**config.mk**
```make
export PLATFORM = sky130hd
export DESIGN_NAME = grf_writeback_sink_flat
export DESIGN_NICKNAME = d
export VERILOG_FILES = /design/src/rtl/grf_writeback_sink_pkg.sv /design/src/rtl/grf_writeback_sink_if.sv /design/src/rtl/grf_trace.sv /design/src/rtl/grf_writeback_sink.sv /design/src/flat_wrapper.sv
export SDC_FILE = /design/constraint.sdc
export NUM_CORES = 2
export LEC_CHECK = 0
export ABC_AREA = 0
export BUFFER_PORTS_ARGS = -buffer_cell sky130_fd_sc_hd__buf_4
export CORE_UTILIZATION = 40
export DETAILED_ROUTE_END_ITERATION = 10
export GPL_TIMING_DRIVEN = 0
export PLACE_DENSITY = 0.53
export SYNTH_ARGS = -nofsm -noshare
export SYNTH_HDL_FRONTEND = slang
export SYNTH_SLANG_ARGS = --single-unit
export TNS_END_PERCENT = 20
```
**constraint.sdc**
```tcl
create_clock -name clk -period 2.9 [get_ports clk]
set_input_delay 0.145 -clock clk [delete_from_list [all_inputs] [get_ports clk]]
set_output_delay 0.145 -clock clk [all_outputs]
set_load 0.03 [all_outputs]
```
**src/rtl/grf_writeback_sink_pkg.sv**
```systemverilog
// Shared widths, the hard-wired zero register and the write-trace record
// used by the general register file.
package grf_writeback_sink_pkg;

    localparam int unsigned GRF_DATA_W = 32;
    localparam int unsigned GRF_NREG   = 32;
    localparam int unsigned GPR_ADDR_W = $clog2(GRF_NREG);

    localparam logic [GPR_ADDR_W-1:0] ZERO_REG = GPR_ADDR_W'(0);

    typedef struct packed {
        logic [GRF_DATA_W-1:0] pc;
        logic [GPR_ADDR_W-1:0] regnum;
        logic [GRF_DATA_W-1:0] data;
    } trace_rec_t;

    // Instruction address recovered from the PC+4 carried down the pipe
    function automatic logic [GRF_DATA_W-1:0] pc_of(input logic [GRF_DATA_W-1:0] pc4);
        return pc4 - GRF_DATA_W'(4);
    endfunction

endpackage

```
**src/rtl/grf_writeback_sink_if.sv**
```systemverilog
// Writeback-stage bus: the W-stage result travelling into the register file.
interface grf_writeback_sink_if;

    logic                                          RegWrite_W;
    logic [grf_writeback_sink_pkg::GPR_ADDR_W-1:0] A3_W;
    logic [grf_writeback_sink_pkg::GRF_DATA_W-1:0] WD_W;
    logic [grf_writeback_sink_pkg::GRF_DATA_W-1:0] PC4_W;

    modport master (output RegWrite_W, output A3_W, output WD_W, output PC4_W);
    modport slave  (input  RegWrite_W, input  A3_W, input  WD_W, input  PC4_W);

endinterface

```
**src/rtl/grf_trace.sv**
```systemverilog
// Commit detection plus the registered write-trace record and commit counter.
module grf_trace
    import grf_writeback_sink_pkg::*;
(
    input  logic                    clk,
    input  logic                    reset,
    grf_writeback_sink_if.slave     wb,
    output logic                    commit_c,
    output logic                    valid_o,
    output trace_rec_t              rec_o,
    output logic [GRF_DATA_W-1:0]   cnt_o
);

    logic                  valid_q, valid_d;
    trace_rec_t            rec_q,   rec_d;
    logic [GRF_DATA_W-1:0] cnt_q,   cnt_d;

    // $0 writes are architecturally invisible: no commit, no trace, no count
    assign commit_c = wb.RegWrite_W && (wb.A3_W != ZERO_REG);

    always_comb begin
        valid_d = commit_c;
        rec_d   = rec_q;
        cnt_d   = cnt_q;
        if (commit_c) begin
            rec_d.pc     = pc_of(wb.PC4_W);
            rec_d.regnum = wb.A3_W;
            rec_d.data   = wb.WD_W;
            cnt_d        = cnt_q + GRF_DATA_W'(1);
        end
    end

    always_ff @(posedge clk or negedge reset) begin
        if (!reset) begin
            valid_q <= 1'b0;
            rec_q   <= '0;
            cnt_q   <= '0;
        end else begin
            valid_q <= valid_d;
            rec_q   <= rec_d;
            cnt_q   <= cnt_d;
        end
    end

    assign valid_o = valid_q;
    assign rec_o   = rec_q;
    assign cnt_o   = cnt_q;

endmodule

```
**src/rtl/grf_writeback_sink.sv**
```systemverilog
// General register file: commits the W-stage result and serves two
// combinational decode read ports with optional same-cycle W->D bypass.
module grf_writeback_sink
    import grf_writeback_sink_pkg::*;
#(
    parameter int unsigned DATA_W = GRF_DATA_W,
    parameter int unsigned NREG   = GRF_NREG,
    parameter bit          BYPASS = 1'b1
) (
    input  logic                    clk,
    input  logic                    reset,
    grf_writeback_sink_if.slave     wb,
    input  logic [GPR_ADDR_W-1:0]   A1_D,
    input  logic [GPR_ADDR_W-1:0]   A2_D,
    output logic [DATA_W-1:0]       RD1_D,
    output logic [DATA_W-1:0]       RD2_D,
    output logic                    trace_valid,
    output logic [GRF_DATA_W-1:0]   trace_pc,
    output logic [GPR_ADDR_W-1:0]   trace_reg,
    output logic [GRF_DATA_W-1:0]   trace_data,
    output logic [GRF_DATA_W-1:0]   commit_cnt
);

    logic                  commit_c;
    trace_rec_t            rec;
    logic [GPR_ADDR_W-1:0] wa_c;
    logic [DATA_W-1:0]     wd_c;
    logic [DATA_W-1:0]     regs_q [NREG];

    assign wa_c = wb.A3_W;
    assign wd_c = DATA_W'(wb.WD_W);

    grf_trace u_trace (
        .clk      (clk),
        .reset    (reset),
        .wb       (wb),
        .commit_c (commit_c),
        .valid_o  (trace_valid),
        .rec_o    (rec),
        .cnt_o    (commit_cnt)
    );

    assign trace_pc   = rec.pc;
    assign trace_reg  = rec.regnum;
    assign trace_data = rec.data;

    // Entry 0 is never written because commit_c excludes $0
    always_ff @(posedge clk or negedge reset) begin
        if (!reset) begin
            for (int unsigned i = 0; i < NREG; i++) begin
                regs_q[i] <= '0;
            end
        end else if (commit_c) begin
            regs_q[wa_c] <= wd_c;
        end
    end

    function automatic logic [DATA_W-1:0] rd_mux(input logic [GPR_ADDR_W-1:0] ax);
        if (ax == ZERO_REG) begin
            return '0;
        end
        if (BYPASS && commit_c && (ax == wa_c)) begin
            return wd_c;
        end
        return regs_q[ax];
    endfunction

    always_comb begin
        RD1_D = rd_mux(A1_D);
        RD2_D = rd_mux(A2_D);
    end

endmodule

```
**src/flat_wrapper.sv**
```systemverilog
// flat-port wrapper written by rule: the top's interface ports become plain ports
module grf_writeback_sink_flat import grf_writeback_sink_pkg::*;
#(
    parameter int unsigned DATA_W = GRF_DATA_W,
    parameter int unsigned NREG   = GRF_NREG,
    parameter bit          BYPASS = 1'b1
)
  (clk, reset, A1_D, A2_D, RD1_D, RD2_D, trace_valid, trace_pc, trace_reg, trace_data, commit_cnt, wb_RegWrite_W, wb_A3_W, wb_WD_W, wb_PC4_W);
  grf_writeback_sink_if wb_i ();
  input  logic clk;
  input  logic reset;
  input  logic [GPR_ADDR_W-1:0] A1_D;
  input  logic [GPR_ADDR_W-1:0] A2_D;
  output logic [DATA_W-1:0] RD1_D;
  output logic [DATA_W-1:0] RD2_D;
  output logic trace_valid;
  output logic [GRF_DATA_W-1:0] trace_pc;
  output logic [GPR_ADDR_W-1:0] trace_reg;
  output logic [GRF_DATA_W-1:0] trace_data;
  output logic [GRF_DATA_W-1:0] commit_cnt;
  input wire logic [$bits(wb_i.RegWrite_W)-1:0] wb_RegWrite_W;
  input wire logic [$bits(wb_i.A3_W)-1:0] wb_A3_W;
  input wire logic [$bits(wb_i.WD_W)-1:0] wb_WD_W;
  input wire logic [$bits(wb_i.PC4_W)-1:0] wb_PC4_W;
  assign wb_i.RegWrite_W = wb_RegWrite_W;
  assign wb_i.A3_W = wb_A3_W;
  assign wb_i.WD_W = wb_WD_W;
  assign wb_i.PC4_W = wb_PC4_W;
  grf_writeback_sink #(.DATA_W(DATA_W), .NREG(NREG), .BYPASS(BYPASS)) u_core (.clk(clk), .reset(reset), .wb(wb_i), .A1_D(A1_D), .A2_D(A2_D), .RD1_D(RD1_D), .RD2_D(RD2_D), .trace_valid(trace_valid), .trace_pc(trace_pc), .trace_reg(trace_reg), .trace_data(trace_data), .commit_cnt(commit_cnt));
endmodule
```
# Yosys cells after proc, flatten, opt, wreduce, memory -nomap -nowiden
# Index checks and enable logic that the tools add are counted.
# totals
ff_bits	1126
in_bits	82
out_inout_bits	166
word_cells	78
# op_classes
addsub	2
n_lt_le_gt_ge	4
n_eq_ne	2
muxes	23
bitwise_logic	3
n_reduce_logical	7
# op_table
operator	count
$bwmux 1024	1
$mux 32	13
$bmux 32 s5	2
$demux 32 s5	1
$add 32x1->32 const B	1
$sub 32x3->32 const B	1
$ge 6x6->1 const B	3
$not 5->6	3
$eq 5x5->1	2
$logic_not 5->1	2
$lt 6x1->1 const B	1
$mux 1	6
$reduce_bool 5->1	1
$logic_and 1x1->1	4

# Depth between registers and ports, before layout
# depth
depth_word	7
mapped_depth	10
mapped_depth_nobuf	7

# Hierarchy
# Synthesis repeated with hierarchy kept, for this count alone.
# hier_totals
hier_cells	4266
hier_area_um2	60021.3
# modules_own_cells
module	instances	cells_each	area_per_inst_um2	seq_area_each_um2
grf_writeback_sink	1	3793	55404.4	25624.6
grf_trace	1	473	4616.9	2552.4

# Worst setup path after synthesis
# No wires, ideal clock.
# synth_path
kind	input port to output port
start	input wb_A3_W[0]
end	output RD2_D[16]
arrival_ns	2.308
required_ns	2.755
slack_ns	0.447
path_stages	8
path_buffers	4
path_cell_list	buf_4 > or2_2 > buf_2 > o21ai_4 > buf_2 > nor3_2 > clkbuf_1 > a221oi_1
# synth_between
elab_chain_len	7
word_cells_on_any_way	9
classes_between	1 x eq/ne; 5 x mux; 3 x reduce/logical
# synth_rtl
element	line	source
start, declared	flat_wrapper.sv:22	input wire logic [$bits(wb_i.A3_W)-1:0] wb_A3_W;
$reduce_bool 5->1	grf_trace.sv:19	assign commit_c = wb.RegWrite_W && (wb.A3_W != ZERO_REG);
$logic_and 1x1->1	grf_trace.sv:19	
$logic_and 1x1->1 (*)	grf_writeback_sink.sv:62	if (BYPASS && commit_c && (ax == wa_c)) begin
$mux 1 (2 in series)	grf_writeback_sink.sv:62	
$mux 32 (*)	grf_writeback_sink.sv:65	return regs_q[ax];
$mux 32 (*)	grf_writeback_sink.sv:62	
end, declared	flat_wrapper.sv:15	output logic [DATA_W-1:0] RD2_D;
# Every way passes the cells marked *; elsewhere a longest branch is shown, timed or not. The select of a mux whose other input is x is not followed.

# Final worst setup path
# layout_path
start	input wb_RegWrite_W
end	register u_core.regs_q[982] (netlist bit)
# layout_between
elab_chain_len	1
# layout_rtl
element	line	source
start, declared	flat_wrapper.sv:21	input wire logic [$bits(wb_i.RegWrite_W)-1:0] wb_RegWrite_W;
$logic_and 1x1->1	grf_trace.sv:19	
end signal, assigned by index	grf_writeback_sink.sv:54	regs_q[wa_c] <= wd_c;
end, declared	grf_writeback_sink.sv:28	logic [DATA_W-1:0] regs_q [NREG];
# No other way between the ends.
# A chain may end at the register's enable or synchronous reset.

==> reports/qor.yml <==
clock_tree:
  htree_levels: 4
  clock_sinks: 1126
  clk_pin_slew_ns: 0.06
  cts_root_buf: "clkbuf_16"
  clock_latency_ns: 0.80
  cts_made_buffers: 135
  cts_tree: "done"
  cts_buffer_depth: 3
  ctsHoldBuffers: 91
worst_setup_path:
  critPathMaxFanout: 10
  r2r_cells: 6
  worstSetupEndpointType: "register"
  path_common_cell: "nand2_1"
  slowest_stage: "buf_1"
  start_kind: "input port"
  crit_arrival_ns: 4.03
  reg2reg_to: "u_core.u_trace.cnt_o[30]"
  cp_slowest_stage_delay_ns: 1.29
  cp.required_ns: 3.57
  regToRegSetupSlack_ns: 0.41
  crit_path_cell_trace: "buf_2, dlygate4sd3_1, nand2_1, nor2_1, nand2_1, buf_1, mux2_2"
  critPathKind: "in -> reg"
  rr_startpoint: "u_core.u_trace.cnt_o[0]"
logic_synthesis:
  synthMuxAreaShare_pct: 38.31
  synth_cell_type_count: 70
  syn_area_sq_um: 60360
  async_flop_share_pct: 100.0
  avgSynthCellArea_sq_um: 13.68
  syn-instance-count: 4411
  synth-simple-area-share_pct: 4.098
  synth-compound-area-share_pct: 5.991
  ys_seq_area_share_pct: 46.69
  synth-xor-area-share_pct: 0.9432
  syn_nets: 4495
  synth_edf_count: 0
  yosysWarnings: 0
  synth_top_family_by_area: "multiplexers"
  synth_fa_ha_area_share_pct: 0.04146
  synth-seq-cells: 1126
  synth_flop_cell: "dfrtp_1"
final_layout:
  register_area_sq_um: 28180
  drive_above_1_share_pct: 44.81
  nFillCells: 13395
  postLayoutCellArea_sq_um: 73010
  syn2layout_area_growth_pct: 20.97
  multi_input_area_sq_um: 30300
  nNetsFinal: 5025
routing:
  wl_mm: 329.5
  via_per_inst: 6.949
  detail_route.wl_per_cell_um: 46.44
  antenna_left: 0
  via_count: 49308
  first_iter_violations: 7654
  drc: 0
  drt-pass1-iter-count: 6
sta:
  slew_headroom_pct: -13.77
  finalClockSkew_ns: 0.01434
  final.setup.tns_ns: -32.63
  tightest_slew_ns: 1.707
  hold_slack_ns: -0.5557
  worst_slack_ns: -0.4583
  rsz0062_at_grt: "true"
  setup_violations: 267
  fmax_mhz: 297.8
  hold_viol: 161
  slew_viol_final: 64
  period_share_pct: 115.8
  period_needed_ns: 3.358
outcome:
  status: "finished, violations left"
  violations: "negative hold slack, max-capacitance violations, max-slew violations, negative setup slack"
floorplanning:
  boundaryPins: 248
  die_h_um: 390.4
  initial_core_util_pct: 40.30
  die-area_sq_um: 152400
  die_x_um: 390.4
  core-area_sq_um: 149800
  core.rowCount: 142
run:
  maxCapViolations: 7
power_and_ir_drop:
  ir_worst_vdd_mv: 0.6474
  finalPower_mw: 51.47
  p_per_area_nw_per_um2: 704.9
  leakagePower_nw: 32.18
place:
  place_hpwl_mm: 217.5
  dp_slack_ns: -2.221
  place.gp.congestion: 1.041
  io_buffers: 241
  placed_cell_area_sq_um: 65410
grt:
  grt_max_degree: 174
  first_global_vias: 46336
  grt_overflow_total: 0
  antenna_found_initial: 35
  gr-usage-all-layers_pct: 42.88
  grt_pass1_wl_mm: 429.6
hold_path:
  worstHoldPathType: "in -> async"
[placed cells by master, fill, tap and decap left out, types with 26 or more instances in the layout]
master         instances
dfrtp_1             1125
buf_2                 62
buf_12                33
mux2_2               992
xor2_1                29
o22ai_1               30
mux2i_1              258
diode_2               37
clkbuf_16            144
a211oi_1              27
mux4_2               392
nor2_1                74
xnor2_1               36
nand3_1               30
nand2_1              289
buf_1                 28
a221oi_1              79
clkbuf_8              41
clkbuf_4              44
a21oi_1               67
clkbuf_1             189
buf_16                29
inv_1                 26
dlygate4sd3_1         91
o21ai_0              115
clkbuf_2              34
buf_4                289
buf_6                 52
[cell type report]
class / count / area share [%]
Antenna cell: 37 / 0.1268
Multi-Input combinational cell: 2795 / 41.50
Sequential cell: 1126 / 38.60
Inverter: 28 / 0.1457
Clock inverter: 38 / 0.8106
Buffer: 459 / 4.740
Clock buffer: 201 / 5.511
Timing Repair Buffer: 396 / 5.114
Tap cell: 2016 / 3.455
[through the flow]
step           instances  utilization, %
2_1_floorplan       4411               -
5_1_grt             7066           48.70
3_3_place_gp        6668           43.19
6_report            7096           48.75
3_5_place_dp        6691           43.67
4_1_cts             7039           48.34
[Yosys cell counts, types with 29 or more instances]
library cell     n  area, sq um
buf_2           93        465.5
nand3_1         31        155.2
mux4_2         385         8671
xor2_1          29        254.0
nand2_1        289         1085
a21oi_1         74        370.4
a221oi_1        93        814.5
o21ai_0        124        620.6
o22ai_1         31        193.9
clkbuf_1       265        994.7
buf_1           33        123.9
mux2i_1        262         2623
dfrtp_1       1126        28180
buf_4           43        322.8
nor2_1          78        292.8
mux2_2         992        11170
xnor2_1         36        315.3
[repair_timing]
item | CTS | global route
pin swaps | 27 | 11
resized for setup | 370 | 93
buffers inserted | 19 | 21
gates cloned | 0 | 1
setup endpoints to repair | 64 | 246
hold endpoints to repair | 321 | 161
[how the worst max path moves through the flow]
stage | slack (ns) | from | depth (start not counted) | to
5_1_grt | -0.17 | u_core.regs_q[638] | 6 | RD2_D[30]
4_1_cts | -0.14 | u_core.regs_q[574] | 6 | RD2_D[30]
2_1_floorplan | 0.45 | wb_A3_W[0] | 8 | RD2_D[16]
3_5_place_dp | -2.22 | A2_D[2] | 9 | RD2_D[16]
6_report | -0.46 | wb_RegWrite_W | 7 | u_core.regs_q[982]
3_3_place_gp | -12.75 | reset | 1 | u_core.regs_q[811]
[registers in the layout, summed over array words and instances, names as in the netlist]
| signal | count |
|---|---|
| u_core.u_trace.rec_o | 69 |
| u_core.regs_q | 1024 |
| u_core.u_trace.cnt_o | 32 |
| u_core.u_trace.valid_o | 1 |
[where the power goes]
part | internal (mW) | leakage [nW] | switching (mW)
Sequential | 18.6 | 14.4 | 2.23
Clock | 10.8 | 2.27 | 7.43
Combinational | 5.96 | 15.5 | 6.43
[critical path: cells and delay by family]
kind | cells | cell delay (ns)
buffers and inverters | 3 | 2.27
muxes | 1 | 0.44
and+or+nand+nor | 3 | 1.14
[routing by layer]
layer	up-vias	share of wire [%]	GRT usage, %
met2	4209	40	57.22
met4	20	8.7	31.09
li1	17865	-	-
met5	-	0.18	1.148
met3	1221	15	20.83
met1	25993	36	53.33
[kinds of logic (layout without fill, tap and decap cells)]
logic type	Yosys count	after routing
multiplexers	1664	1664
flip-flops	1126	1126
AND/OR/NAND/NOR	543	543
AO/OA/AOI/OAI	521	521
buffers and inverters	490	1122
XOR/XNOR	65	65
adder cells (fa/ha/maj)	2	2
other	0	37
No activity file was read; power rests on OpenSTA's default activity.
